<file path="src/rtl/pipeline_ctrl_pkg.sv">
// pipeline_ctrl_pkg: shared FSM encoding, forward-select codes and the forwarding rule.
package pipeline_ctrl_pkg;
   typedef enum logic [1:0] {RUN, MEM_WAIT, ERROR} state_t;
   localparam logic [1:0] FWD_REG = 2'b00;
   localparam logic [1:0] FWD_WB  = 2'b01;
   localparam logic [1:0] FWD_MEM = 2'b10;
   function automatic logic [1:0] fwd_sel(input logic [4:0] rs, input logic [4:0] mem_rd,
                                           input logic mem_we, input logic [4:0] wb_rd, input logic wb_we);
      return (mem_we && mem_rd != 5'd0 && mem_rd == rs) ? FWD_MEM :
             (wb_we && wb_rd != 5'd0 && wb_rd == rs) ? FWD_WB : FWD_REG;
   endfunction
endpackage

</file>
<file path="src/rtl/sat_counter.sv">
// sat_counter: up-counter that sticks at all-ones, cleared by asynchronous reset.
module sat_counter #(
   parameter int WIDTH = 16
) (
   input  logic             clk,
   input  logic             rst_n,
   input  logic             inc,
   output logic [WIDTH-1:0] count
);
   always_ff @(posedge clk or negedge rst_n)
      if (!rst_n) count <= '0;
      else if (inc && !(&count)) count <= count + 1'b1;
endmodule

</file>
<file path="src/rtl/pipeline_controller.sv">
// pipeline_controller: load-use/branch hazard control, operand forwarding and
// data-memory wait handling with timeout for a 5-stage pipeline.
module pipeline_controller
   import pipeline_ctrl_pkg::*;
#(
   parameter int MAX_WAIT = 255,
   parameter int CNT_W    = 16
) (
   input  logic             clk,
   input  logic             rst_n,
   input  logic [4:0]       id_rs1,
   input  logic [4:0]       id_rs2,
   input  logic [4:0]       idex_rs1,
   input  logic [4:0]       idex_rs2,
   input  logic [4:0]       idex_rd,
   input  logic             idex_memRead,
   input  logic [4:0]       exmem_rd,
   input  logic             exmem_regWrite,
   input  logic [4:0]       memwb_rd,
   input  logic             memwb_regWrite,
   input  logic             branch_taken,
   input  logic             dmem_req,
   input  logic             dmem_ready,
   output logic             pc_en,
   output logic             ifid_en,
   output logic             idex_en,
   output logic             exmem_en,
   output logic             ifid_flush,
   output logic             idex_flush,
   output logic             memwb_bubble,
   output logic [1:0]       forwardA,
   output logic [1:0]       forwardB,
   output logic [CNT_W-1:0] stall_cycles,
   output logic [CNT_W-1:0] flush_count,
   output logic             mem_error
);
   localparam int WW = $clog2(MAX_WAIT + 1);
   state_t        st, st_nxt;
   logic [WW-1:0] wcnt, wcnt_nxt;
   logic          load_use, br_fire;
   assign load_use  = idex_memRead && idex_rd != 5'd0 && (idex_rd == id_rs1 || idex_rd == id_rs2);
   assign mem_error = st == ERROR;
   assign forwardA  = rst_n ? fwd_sel(idex_rs1, exmem_rd, exmem_regWrite, memwb_rd, memwb_regWrite) : FWD_REG;
   assign forwardB  = rst_n ? fwd_sel(idex_rs2, exmem_rd, exmem_regWrite, memwb_rd, memwb_regWrite) : FWD_REG;
   always_ff @(posedge clk or negedge rst_n)
      if (!rst_n) begin
         st   <= RUN;
         wcnt <= '0;
      end else begin
         st   <= st_nxt;
         wcnt <= wcnt_nxt;
      end
   // The cycle that first sees a stalled access already freezes the pipe.
   always_comb begin
      st_nxt       = st;
      wcnt_nxt     = wcnt;
      br_fire      = 1'b0;
      pc_en        = 1'b1;
      ifid_en      = 1'b1;
      idex_en      = 1'b1;
      exmem_en     = 1'b1;
      ifid_flush   = 1'b0;
      idex_flush   = 1'b0;
      memwb_bubble = 1'b0;
      if (!rst_n) begin
         {pc_en, ifid_en, idex_en, exmem_en} = 4'b0000;
         {ifid_flush, idex_flush, memwb_bubble} = 3'b111;
      end else if (st == ERROR || (dmem_req && !dmem_ready && st == RUN) || (st == MEM_WAIT && !dmem_ready)) begin
         {pc_en, ifid_en, idex_en, exmem_en} = 4'b0000;
         memwb_bubble = 1'b1;
         if (st == RUN) begin
            st_nxt   = MEM_WAIT;
            wcnt_nxt = WW'(1);
         end else if (st == MEM_WAIT) begin
            st_nxt   = (int'(wcnt) + 1 >= MAX_WAIT) ? ERROR : MEM_WAIT;
            wcnt_nxt = wcnt + 1'b1;
         end
      end else if (st == MEM_WAIT) begin
         st_nxt   = RUN;
         wcnt_nxt = '0;
      end else if (branch_taken) begin
         ifid_flush = 1'b1;
         idex_flush = 1'b1;
         br_fire    = 1'b1;
      end else if (load_use) begin
         pc_en      = 1'b0;
         ifid_en    = 1'b0;
         idex_flush = 1'b1;
      end
   end
   sat_counter #(.WIDTH(CNT_W)) u_stall (.clk(clk), .rst_n(rst_n), .inc(!pc_en), .count(stall_cycles));
   sat_counter #(.WIDTH(CNT_W)) u_flush (.clk(clk), .rst_n(rst_n), .inc(br_fire), .count(flush_count));
endmodule

</file>
<file path="config.mk">
export PLATFORM = sky130hd
export DESIGN_NAME = pipeline_controller
export DESIGN_NICKNAME = d
export VERILOG_FILES = /design/src/rtl/pipeline_ctrl_pkg.sv /design/src/rtl/sat_counter.sv /design/src/rtl/pipeline_controller.sv
export SDC_FILE = /design/constraint.sdc
export NUM_CORES = 1
export LEC_CHECK = 0
export ABC_AREA = 1
export BUFFER_PORTS_ARGS = -buffer_cell sky130_fd_sc_hd__buf_2
export CORE_AREA = 2 2 86 88
export CTS_CLUSTER_DIAMETER = 50
export DETAILED_ROUTE_END_ITERATION = 6
export DIE_AREA = 0 0 88 90
export GPL_TIMING_DRIVEN = 0
export PLACE_DENSITY = 0.75
export SKIP_CTS_REPAIR_TIMING = 1
export SYNTH_ARGS = -nofsm -noshare
export SYNTH_HDL_FRONTEND = slang
export SYNTH_SLANG_ARGS = --single-unit
</file>
<file path="constraint.sdc">
create_clock -name clk -period 1.6 [get_ports clk]
set_input_delay 0.24 -clock clk [delete_from_list [all_inputs] [get_ports clk]]
set_output_delay 0.24 -clock clk [all_outputs]
set_load 0.005 [all_outputs]
</file>
==> impl_metrics.py, run 1 <==
metrics = {
    "outcome": {
        "status": "finished, violations left",
        "violations": "setup timing",
    },
    "finish": {
        "num_antenna_cells": 0,
        "drive_above_1_share_pct": 33.22,
        "final_common_cell": "nand2_1",
        "layout_common_cells": "nand2_1, buf_2, inv_1",
        "fillers": 593,
        "fin_nets": 618,
        "area_growth_pct": 39.16,
    },
    "die": {
        "die_h_um": 90,
        "start_util_pct": 43.97,
        "fp.dieW_um": 88,
        "num_io_pins": 87,
        "num_rows": 31,
        "core_area_mm2": 0.007020,
        "die-area_mm2": 0.007920,
    },
    "synth": {
        "synth-async-reset-ratio_pct": 100.0,
        "syn_area_mm2": 0.003087,
        "yosysSeqAreaShare_pct": 34.05,
        "ys.flop_type": "dfrtp_1",
        "ys_ff_latch": 42,
        "ys_types": 32,
        "syn_inst": 447,
        "syn-mean-instance-area_um2": 6.905,
        "synth-edff-count": 0,
        "syn_nets": 494,
        "yosysWarnings": 0,
    },
    "global_routing": {
        "grtUsageTotal_pct": 20.24,
        "grt_max_degree": 47,
        "antenna_found_initial": 0,
        "grt_pass1_wl_mm": 13.23,
        "grt_overflow": 0,
        "first_global_vias": 3014,
    },
    "sta": {
        "slew_headroom_pct": 76.40,
        "clock.fmax_mhz": 536.2,
        "setup_ws_ns": -0.2650,
        "finalCriticalPeriod_ns": 1.865,
        "rsz0062_at_grt": "yes",
        "final-hold-violation-count": 0,
        "maxSlewViolCount": 0,
        "finClkSkew_ns": 0.007594,
        "worstMarginPinSlew_ns": 0.3531,
        "finalCritPeriodShare_pct": 116.6,
        "setup_viol": 39,
        "timing.hold.ws_ns": 0.4168,
    },
    "power": {
        "ir_drop_mv": 0.3094,
        "power_density_mw_per_mm2": 501.3,
        "p_total_mw": 2.153,
        "power.leakage_nw": 2.251,
    },
    "placement": {
        "gp_congestion": 0.8999,
        "dpl.hpwl_mm": 5.861,
        "io_buffer_count": 86,
    },
    "cts": {
        "cts_tree": "yes",
        "cts.sinks": 42,
        "htreeDepth": 2,
        "cts.reportedPaths.clkPinSlew_ns": 0.08,
        "insertion_delay_ns": 0.29,
        "cts_root_buffer": "clkbuf_8",
        "cts_max_path_buffers": 2,
        "cts_buffers": 5,
    },
    "critical_path": {
        "worst_setup_path_start_kind": "flop",
        "path_class": "reg -> out",
        "end_kind": "output port",
        "path_max_fanout": 6,
        "worstPathRequired_ns": 1.36,
        "ff2ff_setup_slack_ns": -0.16,
        "crit_arrival_ns": 1.62,
    },
    "route": {
        "avgRoutedWirePerCell_um": 13.01,
        "vias": 3351,
        "detail_route.wirelength_mm": 8.730,
        "viasPerCell": 4.994,
        "drt_first_pass_iters": 5,
        "drt_iter0_markers": 149,
        "ant_nets": 0,
        "drc": 0,
    },
    "flow_run": {
        "cap_violations": 0,
    },
    "hold_path": {
        "hold_path_class": "in -> reg",
    },
}
## path summary, 6_finish.rpt
check / start / endpoint / depth (start not counted)
worst max-delay path: st[0] / pc_en / 8
worst min-delay path: branch_taken / u_stall.count[0] / 6
max in group asynchronous: rst_n / wcnt[1] / 3
worst min register to register: u_flush.count[0] / u_flush.count[0] / 1
min in group asynchronous: rst_n / wcnt[5] / 2
worst max register to register: u_stall.count[0] / u_stall.count[14] / 10
## per-layer routing
layer | global-route usage (%) | share of wire [%] | up-vias
li1 | - | - | 1662
met1 | 25.51 | 42 | 1565
met2 | 35.92 | 52 | 112
met3 | 3.214 | 4.3 | 12
met4 | 4.231 | 1.2 | 0
met5 | 0 | 0 | -
## per-stage QoR
stage / setup TNS [ns] / cells / cell area [um^2] / utilization (%) / worst slack [ns]
5_1_grt: -9.647 / 671 / 4295 / 61.18 / -0.3410
4_1_cts: -18.63 / 640 / 3761 / 53.57 / -1.037
3_5_place_dp: -31.46 / 632 / 3655 / 52.06 / -1.038
2_1_floorplan: -0.6216 / 447 / 3100 / - / -0.06037
3_3_place_gp: -29.73 / 632 / 3655 / 52.06 / -0.9843
6_report: -4.807 / 671 / 4295 / 61.18 / -0.2650
## logic make-up after synthesis
family                     share of synthesized area, %
DFF                                               34.05
adders and majority gates                         1.621
xor gates and xnor gates                          13.05
and+or+nand+nor                                   36.81
buffers and inverters                             8.390
AOI/OAI and AO/OA                                 6.081
## synth_stat cells (3+ instances only)
| library cell | instances | area [um^2] |
|---|---|---|
| xnor2_1 | 25 | 219.0 |
| nor2_1 | 44 | 165.2 |
| inv_1 | 54 | 202.7 |
| nand2_1 | 148 | 555.5 |
| o21ai_0 | 19 | 95.09 |
| buf_2 | 6 | 30.03 |
| nand3_1 | 39 | 195.2 |
| a22o_1 | 3 | 26.28 |
| nor3_1 | 8 | 40.04 |
| nand4_1 | 9 | 56.30 |
| dfrtp_1 | 42 | 1051 |
| ha_1 | 4 | 50.05 |
| xor2_1 | 21 | 183.9 |
## area by class of cell
class	instances	area (um^2)	share of cell area [%]
Multi-Input combinational cell	342	1953	45.47
Clock buffer	7	76.32	1.777
Inverter	54	209.0	4.865
Clock inverter	1	30.03	0.6991
Timing Repair Buffer	117	760.7	17.71
Tap cell	99	123.9	2.884
Buffer	9	83.83	1.952
Sequential cell	42	1059	24.64
## flip-flops by register name, indices dropped and copies added, names as in the netlist
name           cells
u_stall.count     16
st                 2
u_flush.count     16
wcnt               8
## critical path, cell delays in order (launching register included)
cell,delay [ns]
dfrtp_1,0.42
o21ai_2,0.17
nand2_2,0.12
nor2_4,0.15
nand2_4,0.09
buf_8,0.14
inv_4,0.05
buf_4,0.09
buf_2,0.09
## report_power, final
part	internal, mW	leakage (nW)	switching, mW
clock	0.468	0.0524	0.374
sequential	1.06	0.523	0
combinational	0.122	1.68	0.129
total	1.65	2.25	0.503
Power figures use the tool's default switching activity.
==> run 2: changes to the inputs <==
--- a/config.mk
+++ b/config.mk
@@ -17,3 +17,4 @@
 export SYNTH_ARGS = -nofsm -noshare
 export SYNTH_HDL_FRONTEND = slang
 export SYNTH_SLANG_ARGS = --single-unit
+export TNS_END_PERCENT = 10
==> run 2 against run 1 <==
- largest power group unchanged
- global-route usage did not move
- the flow still finishes with violations (setup timing)
- critical path type unchanged
- register-to-register slack improved by 0.04 ns
- highest routed layer unchanged
- largest cell class unchanged
- sequential power barely moved
- sequential share of layout area rose by 0.73 points
- core utilization fell by 1.9 points
- die area did not move
==> impl_metrics.py, run 2 (same netlist as run 1, synthesis figures left out) <==
metrics = {
    "sta": {
        "slew_headroom_pct": 75.66,
        "finClkSkew_ns": 0.009682,
        "finalCriticalPeriod_ns": 1.872,
        "clock.fmax_mhz": 534.3,
        "setup_viol": 38,
        "final-hold-violation-count": 0,
        "rsz0062_at_grt": "yes",
        "maxSlewViolCount": 0,
        "setup-tns-final_ns": -3.911,
        "worstMarginPinSlew_ns": 0.3642,
        "setup_ws_ns": -0.2716,
        "finalCritPeriodShare_pct": 117.0,
    },
    "finish": {
        "fin_nets": 613,
        "final-seq-area_mm2": 0.001056,
        "drive_above_1_share_pct": 28.40,
        "area_growth_pct": 34.82,
        "layout_common_cells": "nand2_1, buf_2, inv_1",
        "final_cells": 666,
        "multi_input_area_mm2": 0.001866,
        "top_regs": "u_flush.count: 16 flops, u_stall.count: 16 flops, wcnt: 8 flops",
        "fillers": 619,
        "num_antenna_cells": 0,
        "final_common_cell": "nand2_1",
    },
    "route": {
        "viasPerCell": 4.995,
        "drc": 0,
        "avgRoutedWirePerCell_um": 12.80,
        "vias": 3327,
        "ant_nets": 0,
        "drt_iter0_markers": 139,
        "drt_first_pass_iters": 5,
        "detail_route.wirelength_mm": 8.523,
    },
    "critical_path": {
        "worstPathRequired_ns": 1.36,
        "crit_arrival_ns": 1.63,
        "cp_num_buf_inv": 1,
        "endpoint": "idex_flush",
        "rr_worst_depth": 10,
        "worst_setup_path_start_kind": "flop",
        "slowest_delay_ns": 0.45,
        "path_max_fanout": 5,
        "ff2ff_setup_slack_ns": -0.12,
        "crit_chain": "nor2_2 -> o21ai_2 -> nand2_2 -> nor2_2 -> nand2_1 -> nand2_1 -> a31o_2 -> buf_2",
        "cp.depth": 8,
        "path_class": "reg -> out",
        "r2r-start": "st[0]",
        "end_kind": "output port",
        "r2r-end": "u_flush.count[15]",
        "critPathSlowestCell": "dfrtp_2",
        "cp-startpoint": "st[1]",
        "cpLargestDelayFamily": "simple AND/OR/NAND/NOR gates",
    },
    "global_routing": {
        "grt_overflow": 0,
        "top_usage_layer": "met2",
        "use_met1_pct": 25.51,
        "grt_use_met2_pct": 35.92,
        "first_global_vias": 3014,
        "grtUsageTotal_pct": 20.24,
        "grt_pass1_wl_mm": 13.23,
        "grt_use_met3_pct": 3.214,
        "grt_max_degree": 47,
        "antenna_found_initial": 0,
    },
    "die": {
        "die-area_mm2": 0.007920,
        "core_area_mm2": 0.007020,
        "start_util_pct": 43.97,
        "num_io_pins": 87,
        "die_h_um": 90,
        "fp.dieW_um": 88,
        "num_rows": 31,
    },
    "cts": {
        "cts_tree": "yes",
        "htreeDepth": 2,
        "cts.reportedPaths.clkPinSlew_ns": 0.08,
        "cts.sinks": 42,
        "cts_buffers": 5,
        "cts_max_path_buffers": 2,
        "cts_root_buffer": "clkbuf_8",
        "insertion_delay_ns": 0.29,
    },
    "power": {
        "power_density_mw_per_mm2": 515.9,
        "ir_drop_mv": 0.3167,
        "power.leakage_nw": 2.188,
    },
    "placement": {
        "gp_congestion": 0.8999,
        "dpl.hpwl_mm": 5.861,
        "dp_slack_ns": -1.038,
        "io_buffer_count": 86,
        "dp_cells": 632,
    },
    "outcome": {
        "status": "finished, violations left",
        "violations": "setup timing",
    },
    "flow_run": {
        "cap_violations": 0,
    },
    "hold_path": {
        "hold_path_class": "in -> reg",
    },
}
## run 2: cell count changes in the layout (fill, tap and decap cells not counted), moves of 2 or more
cell     before  now
inv_1        47   50
buf_4        27   23
nand2_1     125  141
nand2_4       7    4
ha_4          3    1
dfrtp_1      36   38
ha_1          0    2
inv_2         5    2
nand2_2      19    6
dfrtp_2       6    4
## run 2: routing by layer
| metal | part of all wire, % | up-vias |
|---|---|---|
| met5 | 0 | - |
| met4 | 0.90 | 0 |
| met2 | 52 | 118 |
| li1 | - | 1652 |
| met3 | 4.6 | 12 |
| met1 | 42 | 1545 |
## run 2: report_power, final
part	leakage, nW	internal [mW]	switching [mW]	total (mW)
logic	1.61	0.120	0.128	0.248
clock network	0.0524	0.468	0.371	0.839
registers	0.527	1.06	0	1.06
## run 2: final cells by class
cell class              instances  share of cell area (%)
well taps                      99                   2.977
clock buffers                   7                   1.834
multi-input cells             342                   44.83
inverters                      54                   5.021
repair buffers                112                   17.29
flip-flops and latches         42                   25.38
plain buffers                   9                   1.954
clock inverters                 1                  0.7216
## run 2: worst min-delay path by stage
stage,end,from,slack (ns),depth (start not counted)
3_3_place_gp,u_stall.count[3],rst_n,0.46,1
6_report,u_stall.count[0],branch_taken,0.42,6
2_1_floorplan,st[0],rst_n,-0.06,0
3_5_place_dp,u_stall.count[2],rst_n,0.48,1
5_1_grt,st[0],dmem_ready,0.44,7
4_1_cts,u_stall.count[2],rst_n,0.15,1
## run 2: metrics by stage
stage / area [um^2] / power [mW] / util, % / hold slack (ns)
after detailed placement: 3655 / 1.289 / 52.06 / 0.4766
after global placement: 3655 / 1.281 / 52.06 / 0.4648
final: 4161 / 2.147 / 59.28 / 0.4173
after CTS: 3761 / 2.130 / 53.57 / 0.1512
after global routing: 4161 / 2.230 / 59.28 / 0.4424
after floorplan: 3100 / 1.173 / - / -0.05559
## run 2: worst reg2reg max path: cells and delay by family, from the launching register on
kind,cells,cell delay [ns]
AO/OA/AOI/OAI,2,0.27
buffers and inverters,2,0.29
flip-flops,1,0.43
AND/OR/NAND/NOR,6,0.67
==> run 3: changes to the inputs <==
--- a/config.mk
+++ b/config.mk
@@ -11,8 +11,7 @@
 export CTS_CLUSTER_DIAMETER = 50
 export DETAILED_ROUTE_END_ITERATION = 6
 export DIE_AREA = 0 0 88 90
-export GPL_TIMING_DRIVEN = 0
-export PLACE_DENSITY = 0.75
+export PLACE_DENSITY = 0.72
 export SKIP_CTS_REPAIR_TIMING = 1
 export SYNTH_ARGS = -nofsm -noshare
 export SYNTH_HDL_FRONTEND = slang
==> run 3 against run 2 <==
- the flow still finishes with violations (setup timing)
- largest power group unchanged
- fmax rose by 4.0%
- sequential share of layout area is 0.20 points higher
- cell area decreased by 1.1%
==> impl_metrics.py, run 3 (same netlist as run 1, synthesis figures left out) <==
metrics = {
    "critical_path": {
        "slowest_delay_ns": 0.46,
        "critPathSlowestCell": "dfrtp_2",
        "crit_arrival_ns": 1.56,
        "worstPathRequired_ns": 1.36,
        "cpMostUsedCell": "nor2_2",
        "cpLargestDelayFamily": "flip-flops",
        "crit_chain": "nor2_2 -> o21ai_2 -> nand2_2 -> nor2_2 -> buf_4 -> a31o_2 -> buf_2",
        "worst_setup_path_start_kind": "flop",
        "end_kind": "output port",
        "path_max_fanout": 5,
        "cp_num_buf_inv": 2,
        "path_class": "reg -> out",
    },
    "finish": {
        "drive_above_1_share_pct": 28.97,
        "area_growth_pct": 33.28,
        "layout_common_cells": "nand2_1, buf_2, inv_1",
        "final_util_pct": 58.60,
        "top_regs": "u_flush.count: 16 flops, u_stall.count: 16 flops, wcnt: 8 flops",
        "fin_nets": 626,
        "num_antenna_cells": 0,
        "final_common_cell": "nand2_1",
    },
    "sta": {
        "setup_ws_ns": -0.2000,
        "worstMarginPinSlew_ns": 0.3827,
        "finalCriticalPeriod_ns": 1.800,
        "clock.fmax_mhz": 555.6,
        "finClkSkew_ns": 0.003621,
        "maxSlewViolCount": 0,
        "rsz0062_at_grt": "yes",
        "slew_headroom_pct": 74.49,
        "finalCritPeriodShare_pct": 112.5,
        "final-hold-violation-count": 0,
        "setup_viol": 24,
    },
    "die": {
        "num_rows": 31,
        "num_io_pins": 87,
        "die_h_um": 90,
        "core_area_mm2": 0.007020,
        "start_util_pct": 43.97,
        "die-area_mm2": 0.007920,
        "fp.dieW_um": 88,
    },
    "global_routing": {
        "antenna_found_initial": 0,
        "first_global_vias": 3218,
        "grt_max_degree": 31,
        "grtUsageTotal_pct": 21.40,
        "grt_overflow": 0,
        "grt_pass1_wl_mm": 13.84,
    },
    "power": {
        "ir_drop_mv": 0.5480,
        "power.leakage_nw": 2.198,
        "power_frac_clock_pct": 35.9,
        "internal_power_mw": 1.510,
        "pwr-share-comb_pct": 11.3,
        "pwr-share-seq_pct": 52.9,
        "power_density_mw_per_mm2": 487.5,
        "swShare_pct": 24.69,
        "switchingPower_uw": 495.1,
        "p_total_mw": 2.005,
    },
    "route": {
        "drt_first_pass_iters": 4,
        "ant_nets": 0,
        "drc": 0,
        "detail_route.wirelength_mm": 8.201,
        "viasPerCell": 4.788,
        "vias": 3251,
        "drt_iter0_markers": 178,
        "avgRoutedWirePerCell_um": 12.08,
    },
    "cts": {
        "cts_tree": "yes",
        "htreeDepth": 2,
        "cts_max_path_buffers": 2,
        "cts.sinks": 42,
        "insertion_delay_ns": 0.29,
        "cts_buffers": 5,
        "cts_root_buffer": "clkbuf_8",
        "cts.reportedPaths.clkPinSlew_ns": 0.08,
    },
    "placement": {
        "io_buffer_count": 86,
        "gp_congestion": 0.9343,
        "dpl.hpwl_mm": 6.377,
    },
    "outcome": {
        "violations": "setup timing",
        "status": "finished, violations left",
    },
    "flow_run": {
        "cap_violations": 0,
    },
    "hold_path": {
        "hold_path_class": "in -> async",
    },
}
run 3: worst paths after layout:
kind	startpoint	end	slack, ns	depth (start not counted)
setup / recovery	st[1]	idex_flush	-0.20	7
hold / removal	rst_n	st[1]	0.09	2
setup reg to reg	u_stall.count[0]	u_stall.count[8]	-0.05	9
hold reg to reg	wcnt[3]	wcnt[3]	0.55	2
max in group asynchronous	rst_n	wcnt[4]	0.84	3
min in group clk	rst_n	wcnt[0]	0.45	3
run 3: cell type report:
| cell class | count | area (um^2) |
|---|---|---|
| Clock inverter | 2 | 12.51 |
| Tap cell | 99 | 123.9 |
| Clock buffer | 6 | 82.58 |
| Timing Repair Buffer | 134 | 809.5 |
| Multi-Input combinational cell | 342 | 1831 |
| Inverter | 54 | 202.7 |
| Fill cell | 653 | 2907 |
| Sequential cell | 42 | 1052 |
run 3: worst reg2reg max path, cell delays in order (launching register included):
cell	delay (ns)
dfrtp_1	0.36
ha_2	0.19
nand2_2	0.08
nor3b_4	0.20
nand2_2	0.09
nor2_4	0.11
nand4_4	0.17
nand2_4	0.24
nand2_1	0.08
nand2_1	0.07
run 3: metrics by stage:
stage | instances | area [um^2] | TNS (ns) | setup WS [ns] | hold WS (ns)
final | 679 | 4114 | -1.549 | -0.2000 | 0.08568
after CTS | 673 | 4015 | -2.831 | -0.2828 | -0.03923
after floorplan | 447 | 3100 | -0.6216 | -0.06037 | -0.05559
after global routing | 679 | 4114 | -6.994 | -0.2893 | 0.1062
after global placement | 665 | 3920 | -0.03019 | -0.01608 | 0.2678
after detailed placement | 665 | 3920 | -0.6765 | -0.06732 | 0.2864
run 3: power groups by stage:
stage	Sequential, mW	Clock [mW]	Combinational, mW
2_1_floorplan	1.08	0	0.0909
3_3_place_gp	1.08	0	0.209
3_5_place_dp	1.08	0	0.218
4_1_cts	1.06	0.740	0.219
5_1_grt	1.06	0.795	0.254
6_report	1.06	0.719	0.226
run 3: metal layers:
metal / routed length [um] / vias to the layer above / GRT usage (%)
met5: 0 / - / 0
met4: 105 / 0 / 7.179
met3: 226 / 8 / 2.663
met2: 4121 / 60 / 36.68
met1: 3748 / 1504 / 27.44
li1: - / 1679 / -
